===== src/rtl/dram_arbiter_if.sv =====
// dram_arbiter_if: bundles the CPU, VGA and DRAM-controller signals of the
// DRAM arbiter. The slave modport is the arbiter's own view. The master
// modport is the surrounding system: both requesters plus the controller.
interface dram_arbiter_if;
  logic        cpu_req;
  logic [24:0] cpu_addr;
  logic        cpu_write_en;
  logic [15:0] cpu_wdata;
  logic        cpu_ack;
  logic [15:0] cpu_rdata;
  logic        vga_req;
  logic [24:0] vga_addr;
  logic        vga_word_valid;
  logic [4:0]  vga_word_idx;
  logic [15:0] vga_rdata;
  logic        vga_done;
  logic        dram_start;
  logic [24:0] dram_addr;
  logic        dram_write_en;
  logic        dram_burst_en;
  logic [15:0] dram_data_in;
  logic [15:0] dram_read_data;
  logic        dram_data_ready;
  logic        owner;
  logic        busy;
  logic        timeout_err;

  modport slave (
    input  cpu_req, cpu_addr, cpu_write_en, cpu_wdata,
    input  vga_req, vga_addr,
    input  dram_read_data, dram_data_ready,
    output cpu_ack, cpu_rdata,
    output vga_word_valid, vga_word_idx, vga_rdata, vga_done,
    output dram_start, dram_addr, dram_write_en, dram_burst_en, dram_data_in,
    output owner, busy, timeout_err
  );

  modport master (
    output cpu_req, cpu_addr, cpu_write_en, cpu_wdata,
    output vga_req, vga_addr,
    output dram_read_data, dram_data_ready,
    input  cpu_ack, cpu_rdata,
    input  vga_word_valid, vga_word_idx, vga_rdata, vga_done,
    input  dram_start, dram_addr, dram_write_en, dram_burst_en, dram_data_in,
    input  owner, busy, timeout_err
  );
endinterface


===== src/rtl/dram_arbiter.sv =====
// dram_arbiter: shares the single SDRAM controller port between the CPU
// memory-map path (single-word reads/writes) and the VGA line fetcher
// (BURST_LEN-word read bursts). VGA has fixed priority, but may take at most
// VGA_MAX_CONSEC back-to-back grants while the CPU is waiting.
// Optional WAIT-state timeout: define DRAM_ARB_TIMEOUT_EN.
module dram_arbiter #(
  parameter int BURST_LEN      = 32,
  parameter int VGA_MAX_CONSEC = 2,
  parameter int TIMEOUT_CYCLES = 255
) (
  input  logic          clk,
  input  logic          rst,
  dram_arbiter_if.slave bus
);

  localparam int              CW            = (VGA_MAX_CONSEC < 1) ? 1 : $clog2(VGA_MAX_CONSEC + 1);
  localparam logic [CW-1:0]   CONSEC_MAX    = CW'(VGA_MAX_CONSEC);
  localparam logic [4:0]      LAST_WORD     = 5'(BURST_LEN - 1);
  localparam logic [15:0]     TIMEOUT_RDATA = 16'hDEAD;

  typedef enum logic [1:0] {ST_IDLE, ST_ISSUE, ST_WAIT, ST_DONE} state_t;

  state_t        state;
  state_t        state_next;
  logic          owner_q;
  logic [CW-1:0] consec;
  logic [4:0]    word_cnt;
  logic [24:0]   lat_addr;
  logic          lat_we;
  logic [15:0]   lat_wdata;
  logic [15:0]   rdata_q;
  logic          grant_vga;
  logic          grant_cpu;
  logic          word_hit;
  logic          last_word;
  logic          burst_end;
  logic          timeout_hit;
  logic          active;

  // A completed word only counts in WAIT; a CPU transaction is one word long.
  assign word_hit  = (state == ST_WAIT) && bus.dram_data_ready;
  assign last_word = !owner_q || (word_cnt == LAST_WORD);
  assign burst_end = word_hit && last_word;

`ifdef DRAM_ARB_TIMEOUT_EN
  localparam int            TW         = $clog2(TIMEOUT_CYCLES + 1);
  localparam logic [TW-1:0] WAIT_LIMIT = TW'(TIMEOUT_CYCLES - 1);

  logic [TW-1:0] wait_cnt;
  logic          timeout_q;

  assign timeout_hit = (state == ST_WAIT) && !burst_end && (wait_cnt == WAIT_LIMIT);

  // Count WAIT cycles of the current transaction and remember any timeout.
  always_ff @(posedge clk) begin
    if (!rst) begin
      wait_cnt  <= '0;
      timeout_q <= 1'b0;
    end else begin
      if (state != ST_WAIT) wait_cnt <= '0;
      else                  wait_cnt <= wait_cnt + 1'b1;
      if (timeout_hit) timeout_q <= 1'b1;
    end
  end

  assign bus.timeout_err = timeout_q;
`else
  localparam int unused_timeout_cycles = TIMEOUT_CYCLES;

  assign timeout_hit     = 1'b0;
  assign bus.timeout_err = 1'b0;
`endif

  // Arbitrate in IDLE and select the next transaction phase.
  always_comb begin
    state_next = state;
    grant_vga  = 1'b0;
    grant_cpu  = 1'b0;
    case (state)
      ST_IDLE: begin
        grant_vga = bus.vga_req && (!bus.cpu_req || (consec < CONSEC_MAX));
        grant_cpu = !grant_vga && bus.cpu_req;
        if (grant_vga || grant_cpu) state_next = ST_ISSUE;
      end
      ST_ISSUE: state_next = ST_WAIT;
      ST_WAIT:  if (burst_end || timeout_hit) state_next = ST_DONE;
      ST_DONE:  state_next = ST_IDLE;
      default:  state_next = ST_IDLE;
    endcase
  end

  // State register; reset discards any transaction in flight.
  always_ff @(posedge clk) begin
    if (!rst) state <= ST_IDLE;
    else      state <= state_next;
  end

  // Latch the winning request and track the VGA streak against a waiting CPU.
  always_ff @(posedge clk) begin
    if (!rst) begin
      owner_q   <= 1'b0;
      consec    <= '0;
      lat_addr  <= '0;
      lat_we    <= 1'b0;
      lat_wdata <= '0;
    end else if (grant_vga) begin
      owner_q   <= 1'b1;
      lat_addr  <= bus.vga_addr;
      lat_we    <= 1'b0;
      lat_wdata <= '0;
      consec    <= bus.cpu_req ? consec + 1'b1 : '0;
    end else if (grant_cpu) begin
      owner_q   <= 1'b0;
      lat_addr  <= bus.cpu_addr;
      lat_we    <= bus.cpu_write_en;
      lat_wdata <= bus.cpu_wdata;
      consec    <= '0;
    end
  end

  // Step the burst word index and capture CPU read data as words complete.
  always_ff @(posedge clk) begin
    if (!rst) begin
      word_cnt <= '0;
      rdata_q  <= '0;
    end else begin
      if (grant_vga || grant_cpu)  word_cnt <= '0;
      else if (word_hit && owner_q) word_cnt <= word_cnt + 1'b1;
      if (word_hit && !owner_q && !lat_we)         rdata_q <= bus.dram_read_data;
      else if (timeout_hit && !owner_q && !lat_we) rdata_q <= TIMEOUT_RDATA;
    end
  end

  assign active             = (state == ST_ISSUE) || (state == ST_WAIT);
  assign bus.dram_start     = (state == ST_ISSUE);
  assign bus.dram_addr      = lat_addr;
  assign bus.dram_write_en  = active && !owner_q && lat_we;
  assign bus.dram_burst_en  = active && owner_q;
  assign bus.dram_data_in   = lat_wdata;
  assign bus.vga_word_valid = word_hit && owner_q;
  assign bus.vga_word_idx   = word_cnt;
  assign bus.vga_rdata      = bus.vga_word_valid ? bus.dram_read_data : 16'h0000;
  assign bus.vga_done       = (state == ST_DONE) && owner_q;
  assign bus.cpu_ack        = (state == ST_DONE) && !owner_q;
  assign bus.cpu_rdata      = rdata_q;
  assign bus.owner          = owner_q;
  assign bus.busy           = (state != ST_IDLE);

endmodule


===== src/flat_wrapper.sv =====
// flat-port wrapper written by rule: the top's interface ports become plain ports
module dram_arbiter_flat 
#(
  parameter int BURST_LEN      = 32,
  parameter int VGA_MAX_CONSEC = 2,
  parameter int TIMEOUT_CYCLES = 255
)
  (clk, rst, bus_cpu_req, bus_cpu_addr, bus_cpu_write_en, bus_cpu_wdata, bus_vga_req, bus_vga_addr, bus_dram_read_data, bus_dram_data_ready, bus_cpu_ack, bus_cpu_rdata, bus_vga_word_valid, bus_vga_word_idx, bus_vga_rdata, bus_vga_done, bus_dram_start, bus_dram_addr, bus_dram_write_en, bus_dram_burst_en, bus_dram_data_in, bus_owner, bus_busy, bus_timeout_err);
  dram_arbiter_if bus_i ();
  input  logic clk;
  input  logic rst;
  input wire logic [$bits(bus_i.cpu_req)-1:0] bus_cpu_req;
  input wire logic [$bits(bus_i.cpu_addr)-1:0] bus_cpu_addr;
  input wire logic [$bits(bus_i.cpu_write_en)-1:0] bus_cpu_write_en;
  input wire logic [$bits(bus_i.cpu_wdata)-1:0] bus_cpu_wdata;
  input wire logic [$bits(bus_i.vga_req)-1:0] bus_vga_req;
  input wire logic [$bits(bus_i.vga_addr)-1:0] bus_vga_addr;
  input wire logic [$bits(bus_i.dram_read_data)-1:0] bus_dram_read_data;
  input wire logic [$bits(bus_i.dram_data_ready)-1:0] bus_dram_data_ready;
  output wire logic [$bits(bus_i.cpu_ack)-1:0] bus_cpu_ack;
  output wire logic [$bits(bus_i.cpu_rdata)-1:0] bus_cpu_rdata;
  output wire logic [$bits(bus_i.vga_word_valid)-1:0] bus_vga_word_valid;
  output wire logic [$bits(bus_i.vga_word_idx)-1:0] bus_vga_word_idx;
  output wire logic [$bits(bus_i.vga_rdata)-1:0] bus_vga_rdata;
  output wire logic [$bits(bus_i.vga_done)-1:0] bus_vga_done;
  output wire logic [$bits(bus_i.dram_start)-1:0] bus_dram_start;
  output wire logic [$bits(bus_i.dram_addr)-1:0] bus_dram_addr;
  output wire logic [$bits(bus_i.dram_write_en)-1:0] bus_dram_write_en;
  output wire logic [$bits(bus_i.dram_burst_en)-1:0] bus_dram_burst_en;
  output wire logic [$bits(bus_i.dram_data_in)-1:0] bus_dram_data_in;
  output wire logic [$bits(bus_i.owner)-1:0] bus_owner;
  output wire logic [$bits(bus_i.busy)-1:0] bus_busy;
  output wire logic [$bits(bus_i.timeout_err)-1:0] bus_timeout_err;
  assign bus_i.cpu_req = bus_cpu_req;
  assign bus_i.cpu_addr = bus_cpu_addr;
  assign bus_i.cpu_write_en = bus_cpu_write_en;
  assign bus_i.cpu_wdata = bus_cpu_wdata;
  assign bus_i.vga_req = bus_vga_req;
  assign bus_i.vga_addr = bus_vga_addr;
  assign bus_i.dram_read_data = bus_dram_read_data;
  assign bus_i.dram_data_ready = bus_dram_data_ready;
  assign bus_cpu_ack = bus_i.cpu_ack;
  assign bus_cpu_rdata = bus_i.cpu_rdata;
  assign bus_vga_word_valid = bus_i.vga_word_valid;
  assign bus_vga_word_idx = bus_i.vga_word_idx;
  assign bus_vga_rdata = bus_i.vga_rdata;
  assign bus_vga_done = bus_i.vga_done;
  assign bus_dram_start = bus_i.dram_start;
  assign bus_dram_addr = bus_i.dram_addr;
  assign bus_dram_write_en = bus_i.dram_write_en;
  assign bus_dram_burst_en = bus_i.dram_burst_en;
  assign bus_dram_data_in = bus_i.dram_data_in;
  assign bus_owner = bus_i.owner;
  assign bus_busy = bus_i.busy;
  assign bus_timeout_err = bus_i.timeout_err;
  dram_arbiter #(.BURST_LEN(BURST_LEN), .VGA_MAX_CONSEC(VGA_MAX_CONSEC), .TIMEOUT_CYCLES(TIMEOUT_CYCLES)) u_core (.clk(clk), .rst(rst), .bus(bus_i));
endmodule

===== config.mk =====
export PLATFORM = sky130hd
export DESIGN_NAME = dram_arbiter_flat
export DESIGN_NICKNAME = d
export VERILOG_FILES = /design/src/rtl/dram_arbiter_if.sv /design/src/rtl/dram_arbiter.sv /design/src/flat_wrapper.sv
export SDC_FILE = /design/constraint.sdc
export NUM_CORES = 1
export LEC_CHECK = 0
export ABC_AREA = 1
export CAP_MARGIN = 10
export CORE_MARGIN = 2
export CORE_UTILIZATION = 43
export CTS_CLUSTER_SIZE = 10
export DETAILED_ROUTE_END_ITERATION = 7
export HOLD_SLACK_MARGIN = 0.08
export PLACE_DENSITY_LB_ADDON = 0.25
export SETUP_SLACK_MARGIN = 0.3
export SLEW_MARGIN = 20
export SYNTH_ARGS = -nofsm -noshare
export SYNTH_HDL_FRONTEND = slang
export SYNTH_SLANG_ARGS = --single-unit

===== constraint.sdc =====
create_clock -name clk -period 3.1 [get_ports clk]
set_input_delay 0.62 -clock clk [delete_from_list [all_inputs] [get_ports clk]]
set_output_delay 0.62 -clock clk [all_outputs]
set_load 0.01 [all_outputs]

* Yosys cells after proc, flatten, opt, wreduce, memory -nomap -nowiden
Index checks and enable logic that the tools add are counted.
** Operators by class
- Add/sub/neg operators :: 2
- $lt $le $gt $ge :: 1
- Equality and inequality tests :: 6
- Multiplexer cells :: 13
- Bitwise logic cells :: 1
- Reduce and logical (&&, ||, !) cells :: 27
** Operators with widths (number)
- $mux 25 :: 2
- $mux 16 :: 1
- $logic_and 1x1->1 :: 12
- $mux 2 :: 5
- $pmux 2 s4 :: 1
- $add 5x1->5 const B :: 1
- $eq 5x5->1 const B :: 1
- $logic_or 1x1->1 :: 5
- $eq 2x2->1 const B :: 2
- $logic_not 1->1 :: 4
- $mux 1 :: 4
- $ne 2x1->1 const B :: 2
- $reduce_bool 2->1 :: 2
- $reduce_or 2->1 :: 2
- $add 2x1->2 const B :: 1
- $eq 2x1->1 const B :: 1
- $logic_not 2->1 :: 1
- $lt 2x2->1 const B :: 1
- $reduce_and 2->1 :: 1
- $not 1->1 :: 1
** Storage, ports and cells
- Register bits :: 68
- Input bits :: 88
- Output and inout bits :: 87
- Word-level logic and storage cells :: 58

* Longest topological paths before layout
- Depth after elaboration :: 8
- Depth in mapped cells :: 11
- Depth with buffers taken out :: 11

* Least setup slack after synthesis
No wires, ideal clock.
- Kind :: flip-flop to output port
- Start point :: register u_core.state[0]
- End point :: output bus_vga_rdata[0]
- Arrival time :: 1.306 ns
- Data required time :: 2.480 ns
- Slack :: 1.174 ns
- Cell stages (with the launch flop) :: 8
- Buffers on the path :: 1
- Cells stage by stage :: dfxtp_1 > inv_1 > ha_1 > nand2_1 > nor2_4 > inv_2 > buf_6 > nor2_1
** On the way
- Word-level cells in the longest chain between the ends :: 4
** RTL lines
- start, declared :: RTL line dram_arbiter.sv:23 : state_t state;
- start signal, assigned :: RTL line dram_arbiter.sv:95 : else state <= state_next;
- $eq 2x2->1 :: RTL line dram_arbiter.sv:41 : assign word_hit = (state == ST_WAIT) && bus.dram_data_ready;
- $logic_and 1x1->1 :: RTL line dram_arbiter.sv:41
- $logic_and 1x1->1 :: RTL line dram_arbiter.sv:140 : assign bus.vga_word_valid = word_hit && owner_q;
- named net bus_vga_word_valid :: RTL line flat_wrapper.sv:22 : output wire logic [$bits(bus_i.vga_word_valid)-1:0] bus_vga_word_valid;
- $mux 16 :: RTL line dram_arbiter.sv:142 : assign bus.vga_rdata = bus.vga_word_valid ? bus.dram_read_data : 16'h0000;
- end, declared :: RTL line flat_wrapper.sv:24 : output wire logic [$bits(bus_i.vga_rdata)-1:0] bus_vga_rdata;
The timed path passes the listed nets, and every way through them passes these cells.

* Final worst setup path
- Start point :: register u_core.state[0]
- End point :: output bus_vga_rdata[8]
** On the way
- Word-level cells in the longest chain between the ends :: 4
** RTL lines (RTL line)
- $eq 2x2->1 :: dram_arbiter.sv:41
- $logic_and 1x1->1 :: dram_arbiter.sv:41
- $logic_and 1x1->1 :: dram_arbiter.sv:140
- $mux 16 :: dram_arbiter.sv:142
No other way between the ends.

==> results.yml <==
sta:
  tns_ns: 0
  setup_viol: 0
  worstMarginPinSlew_ns: 0.914
  finalCriticalPeriod_ns: 2.60
  rsz0062_at_grt: "false"
  finalClockSkew_ns: 0.0103
  final.setup.worst_slack_ns: 0.500
  finalCritPeriodShare: 0.839
  maxSlewHeadroom: 0.391
  max_freq_mhz: 385
  hold_viol_final: 0
  hold_ws_ns: 0.445
  maxSlewViolCount: 0
pwr:
  ir_worst_vdd_v: 0.000425
  power.total_mw: 3.61
  p_per_area_mw_per_mm2: 673
  p_leak_nw: 2.52
cts:
  cts_tree: "done"
  cts_inserted_buffers: 9
  cts_buffer_depth: 2
  clk_pin_slew_ns: 0.07
  cts_root_buffer: "clkbuf_8"
  cts_hold_buf: 0
  cts_max_level: 3
  cts_sinks: 68
  clock_latency_ns: 0.33
grt:
  grt_max_degree: 49
  grt_pass1_wl_mm: 15.7
  top_usage_layer: "met2"
  grt_pass1_vias: 3400
  antenna_found_initial: 0
  met1_usage: 0.267
  use_met2: 0.387
  grt_overflow: 0
  grt_usage: 0.223
  grtUsageMet3: 0.0548
route:
  wl_mm: 10.1
  ant_nets: 0
  vias: 3813
  vias_per_cell: 4.90
  drc: 0
  drt_first_iter_violations: 136
  dr.pass1.iters: 4
  avgRoutedWirePerCell_um: 13.0
worst_setup_path:
  worstPathCellList: "inv_1 -> ha_1 -> nand2_1 -> nor2_4 -> inv_4 -> nor2_1 -> clkdlybuf4s50_1"
  crit_fanout: 19
  cpMaxStageDelayCell: "clkdlybuf4s50_1"
  max_stage_delay_ns: 0.54
  required_ns: 2.48
  worst-setup-path-type: "flop to output port"
  worst_setup_path_end_kind: "output port"
  start_kind: "flop"
  cp_data_arrival_time_ns: 1.98
synthesis:
  yosysTopAreaCellShare: 0.394
  synth_common_cells: "nand2_1, nor2_1, dfxtp_1"
  seq_area_frac_synth: 0.394
  synth_edf_count: 0
  syn_avg_cell_area_um2: 6.66
  syn_area_mm2: 0.00345
  syn_inst: 518
  syn_nets: 612
  async_reset_ff_frac: 0
  yosys_warnings: 0
  ys_seq_elements: 68
  synth_cell_types: 28
  synth_most_common_cell: "nand2_1"
  synth_top_area_cell: "dfxtp_1"
  yosys-top-cells-area: "dfxtp_1, nand2_1, nor2_1"
  synthFlopType: "dfxtp_1"
die:
  num_rows: 32
  chipHeight_um: 93.6
  core_area_mm2: 0.00777
  fp.dieW_um: 93.6
  initial_utilization: 0.444
  die_area_mm2: 0.00876
  num_io_pins: 175
place:
  hpwl_mm: 7.14
  dp_slack_ns: 0.283
  port_buffers: 173
  gp_congestion: 0.838
  dp.cells: 764
min_path:
  min_path_type: "flop to flop"
finish:
  final_cells: 778
  area.growth.synth_to_final_pct: 55.5
  fin_nets: 767
  diodes: 0
  drive_gt1_frac: 0.0488
run_status:
  outcome: "finished clean"
run:
  max-cap-violations: 0
[sequential cells by signal, summed over array words and instances, names as in the netlist]
register / count
u_core.bus.cpu_rdata: 16
u_core.consec: 2
u_core.lat_we: 1
u_core.bus.vga_word_idx: 5
u_core.bus.dram_data_in: 16
u_core.bus.owner: 1
u_core.state: 2
u_core.bus.dram_addr: 25
[worst max-delay path: cells and delay by family (launching register included)]
family,cells,cell delay (ns)
and+or+nand+nor,3,0.34
adders and majority gates,1,0.24
DFF,1,0.33
buffers and inverters,3,0.74
[metal layers]
| metal | share of wire | up-vias | wire length (um) |
|---|---|---|---|
| li1 | - | 1937 | - |
| met1 | 0.41 | 1744 | 4160 |
| met2 | 0.51 | 117 | 5130 |
| met3 | 0.067 | 15 | 675 |
| met4 | 0.014 | 0 | 146 |
| met5 | 0 | - | 0 |
[timing repair]
item | CTS | global route
gates resized for setup | 2 | 10
setup endpoints to repair | 3 | 15
buffers inserted | 0 | 0
[cell usage in the layout (no fill, tap or decap), drive strengths merged]
cell type      instances
o21ai                 18
nand2                123
a21oi                 24
ha                     6
a21o                   1
bufinv                 1
clkbuf                12
inv                   60
nand3                 31
clkdlybuf4s50        161
buf                    7
nor3                   1
nand4                 43
clkinv                 1
dlymetal6s2s          10
nor2                 105
dfxtp                 68
a21boi                 1
conb                   1
dlygate4sd2            1
nand3b                 1
[through the flow]
stage	util	cell area, um2
6_report	0.691	5370
5_1_grt	0.691	5370
4_1_cts	0.688	5340
3_5_place_dp	0.663	5150
3_3_place_gp	0.663	5150
2_1_floorplan	-	3450
[kinds of logic after synthesis]
| logic type | after synthesis | synth area share |
|---|---|---|
| AO/OA/AOI/OAI | 44 | 0.0652 |
| buffers and inverters | 95 | 0.124 |
| AND/OR/NAND/NOR | 304 | 0.393 |
| other | 1 | 0.00109 |
| adder cells (fa/ha/maj) | 6 | 0.0217 |
| flip-flops | 68 | 0.394 |
[path summary, 6_finish.rpt]
kind	from	end	slack, ns	cells past startpoint
min reg2reg	u_core.consec[0]	u_core.consec[0]	0.44	1
max	u_core.state[0]	bus_vga_rdata[8]	0.50	7
max reg2reg	u_core.state[0]	u_core.consec[1]	0.77	6
min	u_core.consec[0]	u_core.consec[0]	0.44	1
[cell type report]
cell class,count,area (um2)
inverter,60,228
tap,102,128
timing repair buffer,179,1800
multi-input combinational,355,1660
clock inverter,2,35.0
clock buffer,12,155
fill,656,2400
sequential,68,1360
[power breakdown]
| group | internal [mW] | leakage [nW] | switching, mW |
|---|---|---|---|
| Sequential | 1.07 | 0.556 | 0.105 |
| Clock | 0.406 | 0.0983 | 0.312 |
| Combinational | 0.770 | 1.86 | 0.950 |
Note: power is estimated with default switching activity, not from simulation.
